$ cat config.mk
export PLATFORM = sky130hd
export DESIGN_NAME = fc_fold_sequencer
export DESIGN_NICKNAME = d
export VERILOG_FILES = /design/src/rtl/fc_fold_sequencer.sv
export SDC_FILE = /design/constraint.sdc
export NUM_CORES = 1
export LEC_CHECK = 0
export CORE_AREA = 4 4 105 107
export CTS_BUF_LIST = sky130_fd_sc_hd__clkbuf_4
export DETAILED_ROUTE_END_ITERATION = 10
export DIE_AREA = 0 0 109 111
export SKIP_CTS_REPAIR_TIMING = 1
export SLEW_MARGIN = 0
export SYNTH_ARGS = -nofsm -noshare
export SYNTH_HDL_FRONTEND = slang
export SYNTH_SLANG_ARGS = --single-unit
$ cat constraint.sdc
create_clock -name clk -period 2.25 [get_ports clk]
set_clock_uncertainty 0.15 [all_clocks]
set_input_delay 0.225 -clock clk [delete_from_list [all_inputs] [get_ports clk]]
set_output_delay 0.225 -clock clk [all_outputs]
set_load 0.01 [all_outputs]
$ cat src/rtl/fc_fold_sequencer.sv
// fc_fold_sequencer: control-and-collect stage for the folded FC datapath.
// Runs one inference per accepted start: for each fold it pulses the
// accumulator clear, streams STREAM_LEN enable cycles, waits PIPE_LAT settle
// cycles, then captures the clipped MAC slice into the result vector. The full
// DIM_OUT vector is offered on a valid/ready handshake.
// Optional build macro FC_SAT_FLAG_EN adds out_sat, one flag per element
// marking values sitting on a clip rail (all zeros or all ones).
module fc_fold_sequencer #(
   parameter int DIM_OUT    = 8,
   parameter int FOLD       = 2,
   parameter int LOG_FOLD   = 1,
   parameter int INWD       = 8,
   parameter int STREAM_LEN = 256,
   parameter int PIPE_LAT   = 2
) (
   input  logic                             clk,
   input  logic                             rst,
   input  logic                             start,
   output logic                             busy,
   output logic                             fc_enable,
   output logic                             fc_toggle,
   output logic [LOG_FOLD-1:0]              fc_mux_select,
   input  logic [(DIM_OUT/FOLD)*INWD-1:0]   mac_in,
   output logic                             out_valid,
   input  logic                             out_ready,
`ifdef FC_SAT_FLAG_EN
   output logic [DIM_OUT-1:0]               out_sat,
`endif
   output logic [DIM_OUT*INWD-1:0]          out_data
);

   localparam int SLICE   = DIM_OUT / FOLD;
   localparam int SLICE_W = SLICE * INWD;
   // One counter serves both the streaming and the settle phase.
   localparam int CNT_MAX = (STREAM_LEN > PIPE_LAT) ? STREAM_LEN : PIPE_LAT;
   localparam int CNT_W   = (CNT_MAX > 1) ? $clog2(CNT_MAX) : 1;

   localparam logic [CNT_W-1:0]    RUN_LAST   = CNT_W'(STREAM_LEN - 1);
   localparam logic [CNT_W-1:0]    DRAIN_LAST = CNT_W'((PIPE_LAT > 0) ? PIPE_LAT - 1 : 0);
   localparam logic [LOG_FOLD-1:0] FOLD_LAST  = LOG_FOLD'(FOLD - 1);

   typedef enum logic [2:0] {
      S_IDLE,
      S_CLEAR,
      S_RUN,
      S_DRAIN,
      S_CAPTURE,
      S_DONE
   } state_t;

   state_t                    state_q, state_d;
   logic [CNT_W-1:0]          cnt_q, cnt_d;
   logic [LOG_FOLD-1:0]       fold_q, fold_d;
   logic [DIM_OUT*INWD-1:0]   data_d;
`ifdef FC_SAT_FLAG_EN
   logic [DIM_OUT-1:0]        sat_d;

   // True when an element sits on either clip rail.
   function automatic logic is_rail(input logic [INWD-1:0] v);
      return (v == '0) || (v == '1);
   endfunction
`endif

   // The fold index doubles as the datapath fold select, so it is stable from
   // CLEAR through CAPTURE of each fold.
   assign fc_mux_select = fold_q;

   // Next-state, counter, fold and capture logic
   always_comb begin
      state_d = state_q;
      cnt_d   = cnt_q;
      fold_d  = fold_q;
      data_d  = out_data;
`ifdef FC_SAT_FLAG_EN
      sat_d   = out_sat;
`endif
      unique case (state_q)
         S_IDLE: begin
            if (start) begin
               state_d = S_CLEAR;
               fold_d  = '0;
            end
         end
         S_CLEAR: begin
            state_d = S_RUN;
            cnt_d   = '0;
         end
         S_RUN: begin
            if (cnt_q == RUN_LAST) begin
               cnt_d   = '0;
               state_d = (PIPE_LAT == 0) ? S_CAPTURE : S_DRAIN;
            end else begin
               cnt_d = cnt_q + CNT_W'(1);
            end
         end
         S_DRAIN: begin
            if (cnt_q == DRAIN_LAST) begin
               cnt_d   = '0;
               state_d = S_CAPTURE;
            end else begin
               cnt_d = cnt_q + CNT_W'(1);
            end
         end
         S_CAPTURE: begin
            data_d[int'(fold_q)*SLICE_W +: SLICE_W] = mac_in;
`ifdef FC_SAT_FLAG_EN
            for (int k = 0; k < SLICE; k++) begin
               sat_d[int'(fold_q)*SLICE + k] = is_rail(mac_in[k*INWD +: INWD]);
            end
`endif
            if (fold_q == FOLD_LAST) begin
               state_d = S_DONE;
            end else begin
               fold_d  = fold_q + LOG_FOLD'(1);
               state_d = S_CLEAR;
            end
         end
         S_DONE: begin
            if (out_ready) state_d = S_IDLE;
         end
         default: state_d = S_IDLE;
      endcase
   end

   // State register, phase counter and fold index
   always_ff @(posedge clk or posedge rst) begin
      if (rst) begin
         state_q <= S_IDLE;
         cnt_q   <= '0;
         fold_q  <= '0;
      end else begin
         state_q <= state_d;
         cnt_q   <= cnt_d;
         fold_q  <= fold_d;
      end
   end

   // Control outputs registered from the next state so they align with it
   always_ff @(posedge clk or posedge rst) begin
      if (rst) begin
         busy      <= 1'b0;
         fc_enable <= 1'b0;
         fc_toggle <= 1'b0;
         out_valid <= 1'b0;
      end else begin
         busy      <= (state_d != S_IDLE);
         fc_enable <= (state_d == S_RUN);
         fc_toggle <= (state_d == S_CLEAR);
         out_valid <= (state_d == S_DONE);
      end
   end

   // Result vector; a reset discards any partially assembled result
   always_ff @(posedge clk or posedge rst) begin
      if (rst) begin
         out_data <= '0;
`ifdef FC_SAT_FLAG_EN
         out_sat  <= '0;
`endif
      end else begin
         out_data <= data_d;
`ifdef FC_SAT_FLAG_EN
         out_sat  <= sat_d;
`endif
      end
   end

endmodule

==> reports/results.md, run 1 <==
| Result | This run |
|---|---|
| Outcome | complete, no violations |
| WP data required | 1.88 ns |
| Max stage delay cell, worst path | sky130_fd_sc_hd__clkdlybuf4s50_1 |
| Initial Utilization | 34.1% |
| Net count of the finished layout | 375 |
| Count of final max-slew check failures | 0 |
| Top cell type's share of synthesized area | 57.8% |
| Cell area after placement | 4610 sq um |
| Root buffer cell | sky130_fd_sc_hd__clkbuf_4 |
| Final setup violation count | 0 |
| Top fanout value on the critical path | 5 |
| Final setup margin | 0.383 ns |
| Predominant post-synthesis flop cell | sky130_fd_sc_hd__dfrtp_1 |
| Commonest non-fill, non-tap cell in the layout | sky130_fd_sc_hd__clkdlybuf4s50_1 |
| Routability cong. | 0.752 |
| Number of CTS-inserted buffers | 9 |
| Unrepaired setup endpoints after global routing | false |
| Maximum number of buffers from clock root to sink | 2 |
| Routed vias | 2,172 |
| Detailed-route wire length per cell | 15.6 um |
| Nature of the critical path endpoint | primary output |
| Horizontal die dimension | 109 um |
| Worst slew pin tran | 0.463 ns |
| Total detailed-routing wirelength | 7450 um |
| Total Die Area | 12,100 sq um |
| Number of sinks on the clock net | 80 |
| Via count of the first global-routing pass | 2,270 |
| Synth cell types | 39 |
| Average instance area after synthesis | 15.1 sq um |
| Count of flip-flops with a built-in enable after synthesis | 0 |
| Via density per instance | 4.54 |
| Fraction of final layout cells with drive strength greater than 1 | 27.2% |
| Die outline height | 111 um |
| Number of remaining DRC errors | 0 |
| Hold slack | 0.0663 ns |
| Synthesized instance count | 229 |
| Total of flip-flops plus latches after synthesis | 80 |
| Total GRT Usage | 12.7% |
| Buf/Inv on CP | 1 |
| Power density over the cells | 1170 nW/um^2 |
| Ratio of final minimum period to clock period | 83.0% |
| Grt met1 use | 17.6% |
| CP Launch Type | flop |
| Placed wire-length estimate | 5080 um |
| Async set-reset flop share out of synthesis | 100% |
| Core region area | 10,100 sq um |
| Worst slack, placed | 0.424 ns |
| Post-Synthesis Cell Area | 3460 sq um |
| Commonest cells after routing, fill and taps aside | sky130_fd_sc_hd__clkdlybuf4s50_1 (104), sky130_fd_sc_hd__dfrtp_1 (80), sky130_fd_sc_hd__mux2_2 (33) |
| Top achievable clock speed | 536 MHz |
| Worst supply voltage drop on vdd | 0.545 mV |
| Synth warnings | 0 |
| Global-route wire length before repair | 12,000 um |
| Number of I/O pins | 105 |
| Final critical path time including I/O delays and setup | 1.87 ns |
| Synth area leader | sky130_fd_sc_hd__dfrtp_1 |
| Largest net degree at the start of global routing | 81 |
| Final sum of negative setup slack | 0 ns |
| Count of buffers from port buffering | 104 |
| Delay of the slowest cell on the worst path | 0.58 ns |
| 1st-pass router iterations | 4 |
| GR Util met3 | 3.44% |
| Area growth syn-to-layout | 38.0% |
| Overall power of the completed layout | 5.57 mW |
| Htree depth | 3 |
| Static power due to leakage | 2.07 nW |
| Biggest area contributors in the synthesized netlist | sky130_fd_sc_hd__dfrtp_1 (58%), sky130_fd_sc_hd__mux2_4 (13%), sky130_fd_sc_hd__mux2_2 (11%) |
| Class of the tightest hold or removal check | input pin to asynchronous set/reset pin |
| Finished layout cell area | 4780 sq um |
| Critical path type | flop to primary output |
| Clock Pin Slew Worst Setup and Hold Paths | 0.14 ns |
| Overflow left after global routing | 0 |
| Critical Path, Cell by Cell | clkdlybuf4s50_1 |
| Starting DRC count in detailed routing | 75 |
| Count of final hold-check violations | 0 |
| Max-Slew Margin vs Limit | 69.2% |
| M2 GR Usage | 19.0% |
| Top Family by Delay on Critical Path | buffers and inverters |
| Count of standard-cell rows | 37 |
| Number of maximum-capacitance violations | 0 |
| Critical Path AT | 1.49 ns |
| Insertion delay of the later-clocked pin in the worst-skew pair | 0.42 ns |
| Busiest layer in global routing | met2 |
| Count of inserted antenna diode cells | 0 |
| Number of antenna violations at the first check in global routing | 0 |
| Antenna Violating Nets Remaining | 0 |
| CTS tree | yes |
| Sequential share of the synthesized area | 57.8% |
| Number of nets in the synthesized netlist | 267 |
[through the flow]
step	std cells	utilization, %
2_1_floorplan	229	-
3_3_place_gp	462	45.4
3_5_place_dp	462	45.4
4_1_cts	478	47.1
5_1_grt	478	47.1
6_report	478	47.1
[synth_stat cells, drive strengths merged, types with 2 or more instances]
library cell and n:
o21ai 7, ha 2, inv 5, nor2b 2, nor2 6, o31ai 2, nand2b 3, nand3b 2
a2bb2oi 2, a21oi 4, dfrtp 80, nor3 5, o21bai 2, buf 11, nand3 5, mux2 64
xnor2 2, nand2 14
[flip-flops by register name (all words and copies together) (netlist names)]
| name | flops |
|---|---|
| cnt_q | 8 |
| state_q | 3 |
| fc_enable | 1 |
| fc_mux_select | 1 |
| fc_toggle | 1 |
| out_valid | 1 |
| busy | 1 |
| out_data | 64 |
[metal layers]
layer  part of all wire, %  vias up
li1                      -     1016
met1                    48     1076
met2                    45       69
met3                   6.1       11
met4                   1.5        0
met5                     0        -
[path summary, 6_finish.rpt]
path | cells after the start | slack, ns | to | startpoint
worst max-delay path | 1 | 0.38 | fc_mux_select | fc_mux_select
worst min-delay path | 3 | 0.07 | out_data[56] | rst
worst max register to register | 5 | 0.41 | out_data[8] | state_q[0]
worst min register to register | 1 | 0.37 | out_data[24] | out_data[24]
max in group asynchronous | 3 | 1.48 | out_data[60] | rst
min in group clk | 2 | 0.27 | out_data[34] | mac_in[2]
[logic make-up (layout without fill, tap and decap cells)]
family | count (synthesis) | in the layout | share of synthesized area, %
muxes | 65 | 65 | 24.4
buffers and inverters | 16 | 129 | 4.48
and+or+nand+nor | 43 | 43 | 7.59
AOI/OAI and AO/OA | 21 | 21 | 4.48
DFF | 80 | 80 | 57.8
adders and majority gates | 2 | 2 | 0.723
xor gates and xnor gates | 2 | 2 | 0.506
[report_power, final]
group          switching [mW]  internal [mW]
logic                   0.819           1.44
registers               0.357           1.95
clock network           0.536          0.462
total                    1.71           3.86
[layout make-up]
| class | instances | area [sq um] |
|---|---|---|
| Clock buffer | 9 | 67.6 |
| Multi-Input combinational cell | 133 | 1300 |
| Fill cell | 889 | 5360 |
| Tap cell | 136 | 170 |
| Timing Repair Buffer | 108 | 1110 |
| Clock inverter | 7 | 101 |
| Sequential cell | 80 | 2000 |
| Inverter | 5 | 22.5 |
[worst register-to-register path, stage by stage, from the launching register on]
cell	delay (ns)
sky130_fd_sc_hd__dfrtp_1	0.53
sky130_fd_sc_hd__nor2_4	0.18
sky130_fd_sc_hd__nand2_1	0.12
sky130_fd_sc_hd__nor2_4	0.16
sky130_fd_sc_hd__buf_12	0.22
sky130_fd_sc_hd__mux2_2	0.39
(Power assumes the default switching activity.)
==> inputs of run 2 (changes only) <==
- clock period: 2.25 -> 1.6 ns (I/O delays scaled with it)
==> run 2 against run 1 <==
Net effect: the flow now finishes with violations (negative setup slack); highest routed layer unchanged; register-to-register slack lost 0.45 ns; sequential cell count is the same; via count grew 9.5%; die area is the same; cell count grew 7.1%; wire length grew 15%; global-route usage grew 0.22 points; combinational power grew 57%.
==> reports/results.md, run 2 (synthesis gave the netlist of run 1 again) <==
| Result | This run | vs previous |
|---|---|---|
| Outcome | finished, violations left | was complete, no violations |
| Violated checks | negative setup slack |  |
| Number of non-filler instances in the completed layout | 512 | was 478 |
| Overall power of the completed layout | 7.99 mW | was 5.57 mW |
| Ratio of final minimum period to clock period | 103% |  |
| Htree depth | 3 | unchanged |
| Buf/Inv on CP | 2 | was 1 |
| Logic depth of the worst setup path including buffers | 6 | was 1 |
| Clock Pin Slew Worst Setup and Hold Paths | 0.14 ns | about the same |
| Final sum of negative setup slack | -0.889 ns | was 0 ns |
| Worst slack, placed | -0.0583 ns | was 0.424 ns |
| Busiest layer in global routing | met2 | unchanged |
| Reg2reg path depth | 6 | was 5 |
| Nature of the critical path endpoint | flop | was primary output |
| Number of CTS-inserted buffers | 9 | unchanged |
| Insertion delay of the later-clocked pin in the worst-skew pair | 0.41 ns | was 0.42 ns |
| Finished layout cell area | 5370 sq um | was 4780 sq um |
| Total Die Area | 12,100 sq um | unchanged |
| Count of final hold-check violations | 0 | unchanged |
| Grt met1 use | 17.3% | was 17.6% |
| Layout filler cell count | 829 | was 889 |
| Power density over the cells | 1490 nW/um^2 | was 1170 nW/um^2 |
| Number of remaining DRC errors | 0 | unchanged |
| Placed insts | 481 | was 462 |
| WP data required | 1.76 ns | was 1.88 ns |
| Top fanout value on the critical path | 5 | unchanged |
| Starting DRC count in detailed routing | 65 | was 75 |
| Routability cong. | 0.770 | was 0.752 |
| Number of flip-flops under the largest register name | 64 | unchanged |
| Total GRT Usage | 13.0% | was 12.7% |
| Class of the tightest hold or removal check | input pin to flop | was input pin to asynchronous set/reset pin |
| CP Launch Type | flop | unchanged |
| Count of final max-slew check failures | 0 | unchanged |
| Top achievable clock speed | 609 MHz |  |
| Number of antenna violations at the first check in global routing | 0 | unchanged |
| Placed wire-length estimate | 5540 um | was 5080 um |
| Number of sinks on the clock net | 80 | unchanged |
| Routed vias | 2,378 | was 2,172 |
| Worst hold stages | 2 |  |
| Count of inserted antenna diode cells | 0 | unchanged |
| Maximum number of buffers from clock root to sink | 2 | unchanged |
| Max stage delay cell, worst path | sky130_fd_sc_hd__dfrtp_1 | was sky130_fd_sc_hd__clkdlybuf4s50_1 |
| GR Util met3 | 3.49% | was 3.44% |
| Critical path type | flop to flop | was flop to primary output |
| Critical Path AT | 1.81 ns | was 1.49 ns |
| Number of I/O pins | 105 | unchanged |
| Final setup margin | -0.0412 ns | was 0.383 ns |
| Critical Path, Cell by Cell | nor2_4 > nand2_2 > nor2_4 > buf_12 > buf_8 > mux2_4 | was clkdlybuf4s50_1 |
| Worst slew pin tran | 0.322 ns | was 0.463 ns |
| Count of buffers from port buffering | 104 | unchanged |
| Die outline height | 111 um | unchanged |
| Core region area | 10,100 sq um | unchanged |
| Core utilization of the finished layout | 53.0% | was 47.1% |
| Hold slack | 0.204 ns | was 0.0663 ns |
| Overflow left after global routing | 0 | unchanged |
| Reg-to-Reg Start | state_q[1] | was state_q[0] |
| Max-Slew Margin vs Limit | 78.5% | was 69.2% |
| Largest register by flop count | out_data | unchanged |
| M2 GR Usage | 19.9% | was 19.0% |
| Worst supply voltage drop on vdd | 0.716 mV | was 0.545 mV |
| Number of maximum-capacitance violations | 0 | unchanged |
| Commonest cells after routing, fill and taps aside | sky130_fd_sc_hd__dfrtp_1 (78), sky130_fd_sc_hd__dlymetal6s2s_1 (69), sky130_fd_sc_hd__mux2_4 (44) | was sky130_fd_sc_hd__clkdlybuf4s50_1 (104), sky130_fd_sc_hd__dfrtp_1 (80), sky130_fd_sc_hd__mux2_2 (33) |
| Top cell by count, worst path | sky130_fd_sc_hd__nor2_4 |  |
| Static power due to leakage | 3.25 nW | was 2.07 nW |
| Delay of the slowest cell on the worst path | 0.43 ns | was 0.58 ns |
| Cell area after placement | 4770 sq um | was 4610 sq um |
| Root buffer cell | sky130_fd_sc_hd__clkbuf_4 | unchanged |
| Count of standard-cell rows | 37 | unchanged |
| Final setup violation count | 35 | was 0 |
| Global-route wire length before repair | 12,300 um | was 12,000 um |
| CTS tree | yes | unchanged |
| 1st-pass router iterations | 4 | unchanged |
| Detailed-route wire length per cell | 16.7 um | was 15.6 um |
| Commonest non-fill, non-tap cell in the layout | sky130_fd_sc_hd__dfrtp_1 | was sky130_fd_sc_hd__clkdlybuf4s50_1 |
| Registers with the highest flip-flop counts | out_data: 64 flops, cnt_q: 8 flops, state_q: 3 flops | unchanged |
| Unrepaired setup endpoints after global routing | true | was false |
| Top Family by Delay on Critical Path | flip-flops | was buffers and inverters |
| Fraction of final layout cells with drive strength greater than 1 | 35.1% | was 27.2% |
| Via count of the first global-routing pass | 2,322 | was 2,270 |
| Largest net degree at the start of global routing | 39 | was 81 |
| Via density per instance | 4.64 | was 4.54 |
| Final critical path time including I/O delays and setup | 1.64 ns |  |
| Area growth syn-to-layout | 55.3% | was 38.0% |
| Source of the critical timing path | state_q[1] | was fc_mux_select |
| Total detailed-routing wirelength | 8530 um | was 7450 um |
| Initial Utilization | 34.1% | unchanged |
| Horizontal die dimension | 109 um | unchanged |
| Antenna Violating Nets Remaining | 0 | unchanged |
| Net count of the finished layout | 409 | was 375 |
| Worst Hold Launch | mac_in[29] |  |
run 2: cell count changes in the layout (fill, tap and decap cells not counted), moves of 3 or more:
cell,change
sky130_fd_sc_hd__dlymetal6s2s_1,+69
sky130_fd_sc_hd__clkdlybuf4s50_1,-69
sky130_fd_sc_hd__mux2_2,-14
sky130_fd_sc_hd__mux2_4,+14
sky130_fd_sc_hd__buf_4,+25
sky130_fd_sc_hd__clkbuf_16,+3
sky130_fd_sc_hd__buf_12,+3
sky130_fd_sc_hd__clkinv_4,+3
run 2: path summary, 6_finish.rpt:
path / endpoint / slack [ns]
setup / recovery: out_data[8] / -0.04
hold / removal: out_data[29] / 0.20
setup reg to reg: out_data[8] / -0.04
hold reg to reg: out_data[29] / 0.36
max in group asynchronous: out_data[58] / 0.38
min in group asynchronous: out_data[28] / 0.46
run 2: layout make-up:
cell class,count,area (sq um),share of cell area (%)
clock buffers,9,67.6,1.26
clock inverters,7,80.1,1.49
multi-input cells,133,1390,25.8
flip-flops and latches,80,2000,37.3
inverters,5,22.5,0.419
repair buffers,142,1640,30.5
well taps,136,170,3.17
run 2: metal layers:
layer | part of all wire (%) | wire, um
met1 | 44 | 3770
met2 | 49 | 4200
met3 | 5.0 | 430
met4 | 1.5 | 131
met5 | 0 | 0
run 2: report_power, final:
group | internal, mW | switching [mW]
sequential | 2.75 | 0.432
clock | 0.496 | 0.765
combinational | 2.21 | 1.34
==> inputs of run 3 (changes only) <==
- ABC_AREA: not set -> 1
- CORE_AREA: 4 4 105 107 -> 4 4 113 115
- DIE_AREA: 0 0 109 111 -> 0 0 117 119
==> run 3 against run 2 <==
Net effect: sequential power about the same; area after synthesis is 0.18% lower; critical path type unchanged; clock-buffer cell count is 1 higher; global-route usage shrank 1.2 points; die area increased by 15%; first-iteration DRC count rose to 2.6 times the previous value; sequential share of layout area up 2.6 points; hold slack got worse by 0.048 ns; sequential cell count did not move; final area fell by 6.4%; critical path depth grew 1; the run now ends clean.
==> reports/results.md, run 3 <==
| Result | This run | vs previous |
|---|---|---|
| Outcome | complete, no violations | was finished, violations left |
| Net count of the finished layout | 513 | was 409 |
| Initial Utilization | 29.2% | was 34.1% |
| Number of antenna violations at the first check in global routing | 0 | unchanged |
| Synthesized instance count | 365 | was 229 |
| Top Family by Delay on Critical Path | flip-flops | unchanged |
| Logic depth of the worst setup path including buffers | 7 | was 6 |
| Reg2reg path depth | 7 | was 6 |
| Number of I/O pins | 105 | unchanged |
| Starting DRC count in detailed routing | 167 | was 65 |
| Overflow left after global routing | 0 | unchanged |
| Total of flip-flops plus latches after synthesis | 80 | unchanged |
| Global-route wire length before repair | 13,000 um | was 12,300 um |
| Number of nets in the synthesized netlist | 403 | was 267 |
| Worst hold stages | 3 | was 2 |
| Number of CTS-inserted buffers | 9 | unchanged |
| Power density over the cells | 1490 nW/um^2 | about the same |
| M2 GR Usage | 17.8% | was 19.9% |
| Layout filler cell count | 1,142 | was 829 |
| Hold path endpoint | out_data[61] | was out_data[29] |
| Number of sinks on the clock net | 80 | unchanged |
| Max stage delay cell, worst path | sky130_fd_sc_hd__dfrtp_1 | unchanged |
| Critical Path AT | 1.68 ns | was 1.81 ns |
| Worst supply voltage drop on vdd | 0.662 mV | was 0.716 mV |
| Largest net degree at the start of global routing | 47 | was 39 |
| Most frequent cell after synthesis | sky130_fd_sc_hd__nand2_1 | was sky130_fd_sc_hd__dfrtp_1 |
| Synth cell types | 23 | was 39 |
| Predominant post-synthesis flop cell | sky130_fd_sc_hd__dfrtp_1 | unchanged |
| Number of flip-flops under the largest register name | 64 | unchanged |
| Top cell type's share of synthesized area | 58.0% | was 57.8% |
| Horizontal die dimension | 117 um | was 109 um |
| Number of maximum-capacitance violations | 0 | unchanged |
| Grt met1 use | 16.2% | was 17.3% |
| Core utilization of the finished layout | 42.6% | was 53.0% |
| Top achievable clock speed | 665 MHz | was 609 MHz |
| Count of buffers from port buffering | 104 | unchanged |
| Finished layout cell area | 5030 sq um | was 5370 sq um |
| Static power due to leakage | 2.66 nW | was 3.25 nW |
| Count of standard-cell rows | 40 | was 37 |
| Via density per instance | 4.39 | was 4.64 |
| Routed vias | 2,743 | was 2,378 |
| Detailed-route wire length per cell | 13.5 um | was 16.7 um |
| Max-Slew Margin vs Limit | 76.9% | was 78.5% |
| Fraction of final layout cells with drive strength greater than 1 | 16.3% | was 35.1% |
| Final setup violation count | 0 | was 35 |
| Registers with the highest flip-flop counts | out_data: 64 flops, cnt_q: 8 flops, state_q: 3 flops | unchanged |
| Final critical path time including I/O delays and setup | 1.50 ns | was 1.64 ns |
| Commonest non-fill, non-tap cell in the layout | sky130_fd_sc_hd__nand2_1 | was sky130_fd_sc_hd__dfrtp_1 |
| Sequential share of the synthesized area | 58.0% | was 57.8% |
| Routability cong. | 0.847 | was 0.770 |
| Busiest layer in global routing | met2 | unchanged |
| Count of final hold-check violations | 0 | unchanged |
| CP Launch Type | flop | unchanged |
| Total GRT Usage | 11.8% | was 13.0% |
| Total detailed-routing wirelength | 8440 um | was 8530 um |
| Count of flip-flops with a built-in enable after synthesis | 0 | unchanged |
| 1st-pass router iterations | 4 | unchanged |
| Area occupied by registers | 2010 sq um | was 2000 sq um |
| CTS tree | yes | unchanged |
| Count of final max-slew check failures | 0 | unchanged |
| Antenna Violating Nets Remaining | 0 | unchanged |
| Worst slew pin tran | 0.345 ns | was 0.322 ns |
| Htree depth | 3 | unchanged |
| Number of remaining DRC errors | 0 | unchanged |
| Insertion delay of the later-clocked pin in the worst-skew pair | 0.42 ns | was 0.41 ns |
| List of most frequent post-synthesis cells | sky130_fd_sc_hd__nand2_1 (104), sky130_fd_sc_hd__dfrtp_1 (80), sky130_fd_sc_hd__inv_1 (52) | was sky130_fd_sc_hd__dfrtp_1 (80), sky130_fd_sc_hd__mux2_2 (33), sky130_fd_sc_hd__mux2_4 (30) |
| GR Util met3 | 3.35% | was 3.49% |
| Clock Pin Slew Worst Setup and Hold Paths | 0.13 ns | was 0.14 ns |
| Footprint of the multi-input gates | 1180 sq um | was 1390 sq um |
| Reg-to-Reg Start | cnt_q[1] | was state_q[1] |
| Top fanout value on the critical path | 5 | unchanged |
| Nature of the critical path endpoint | flop | unchanged |
| Commonest cells after routing, fill and taps aside | sky130_fd_sc_hd__nand2_1 (101), sky130_fd_sc_hd__dfrtp_1 (77), sky130_fd_sc_hd__dlymetal6s2s_1 (69) | was sky130_fd_sc_hd__dfrtp_1 (78), sky130_fd_sc_hd__dlymetal6s2s_1 (69), sky130_fd_sc_hd__mux2_4 (44) |
| Ratio of final minimum period to clock period | 94.0% | was 103% |
| WP data required | 1.78 ns | was 1.76 ns |
| Buf/Inv on CP | 2 | unchanged |
| Maximum number of buffers from clock root to sink | 2 | unchanged |
| Total Die Area | 13,900 sq um | was 12,100 sq um |
| Synth area leader | sky130_fd_sc_hd__dfrtp_1 | unchanged |
| Average instance area after synthesis | 9.46 sq um | was 15.1 sq um |
| Critical Path, Cell by Cell | inv_1 > ha_2 > nand3_2 > o21ai_4 > nand3_2 > inv_1 > nand2_1 | was nor2_4 > nand2_2 > nor2_4 > buf_12 > buf_8 > mux2_4 |
| Largest register by flop count | out_data | unchanged |
| Synth warnings | 0 | unchanged |
| Post-Synthesis Cell Area | 3450 sq um | was 3460 sq um |
| Async set-reset flop share out of synthesis | 100% | unchanged |
| Cell area after placement | 4650 sq um | was 4770 sq um |
| Via count of the first global-routing pass | 2,600 | was 2,322 |
| Worst r2r dst | busy | was out_data[8] |
| Placed wire-length estimate | 6040 um | was 5540 um |
| Delay of the slowest cell on the worst path | 0.44 ns | was 0.43 ns |
| Area growth syn-to-layout | 45.5% | was 55.3% |
| Count of inserted antenna diode cells | 0 | unchanged |
| Class of the tightest hold or removal check | input pin to flop | unchanged |
| Core region area | 11,800 sq um | was 10,100 sq um |
| Die outline height | 119 um | was 111 um |
| Critical path type | flop to flop | unchanged |
| Biggest area contributors in the synthesized netlist | sky130_fd_sc_hd__dfrtp_1 (58%), sky130_fd_sc_hd__nand2_1 (11%), sky130_fd_sc_hd__o21ai_2 (8.4%) | was sky130_fd_sc_hd__dfrtp_1 (58%), sky130_fd_sc_hd__mux2_4 (13%), sky130_fd_sc_hd__mux2_2 (11%) |
| Flop2flop setup slack | 0.1 ns | was -0.04 ns |
| Root buffer cell | sky130_fd_sc_hd__clkbuf_4 | unchanged |
| Worst Hold Launch | mac_in[29] | unchanged |
-- run 3: layer usage --
| layer | up-vias | routed length, um |
|---|---|---|
| met4 | 0 | 94 |
| li1 | 1359 | - |
| met1 | 1272 | 3840 |
| met2 | 102 | 3840 |
| met3 | 10 | 661 |
| met5 | - | 0 |
-- run 3: power by group --
part	internal [mW]	switching, mW	leakage [nW]
clock network	0.473	0.675	0.0681
registers	2.74	0.452	0.843
logic	1.61	1.52	1.75
-- run 3: worst min-delay path, cell delays in order --
cell and delay (ns):
sky130_fd_sc_hd__clkdlybuf4s50_1 0.39, sky130_fd_sc_hd__inv_1 0.08, sky130_fd_sc_hd__o21ai_2 0.06
-- run 3: cells by family (layout without fill, tap and decap cells) --
logic type                 Yosys count  in the layout  share of synthesized area (%)
and+or+nand+nor                    140            140                           17.2
DFF                                 80             80                           58.0
buffers and inverters               69            182                           9.38
adders and majority gates            2              2                          0.724
xor gates and xnor gates             1              1                          0.254
AOI/OAI and AO/OA                   73             73                           14.5
-- run 3: layout make-up --
type	instances	share of cell area, %
multi-input combinational	216	23.4
sequential	80	39.9
clock buffer	10	1.49
tap	147	3.66
clock inverter	4	0.946
timing repair buffer	114	26.5
inverter	54	4.11
-- run 3: worst max path at each step --
stage / from / slack, ns / endpoint
2_1_floorplan: state_q[1] / 0.24 / out_data[32]
4_1_cts: fc_mux_select / -0.21 / fc_mux_select
6_report: cnt_q[1] / 0.1 / busy
5_1_grt: cnt_q[1] / -0.01 / busy
3_3_place_gp: cnt_q[0] / 0.08 / cnt_q[0]
3_5_place_dp: state_q[2] / 0.07 / fc_enable
-- run 3: metrics by stage --
stage	std cells	setup slack [ns]	hold slack, ns	setup TNS (ns)	power (mW)
2_1_floorplan	365	0.236	0.165	0	4.68
3_3_place_gp	607	0.0819	0.314	0	6.38
3_5_place_dp	607	0.0692	0.321	0	6.46
4_1_cts	621	-0.211	-0.0332	-5.94	7.65
5_1_grt	625	-0.0116	0.119	-0.0222	8.01
6_report	625	0.0959	0.157	0	7.47
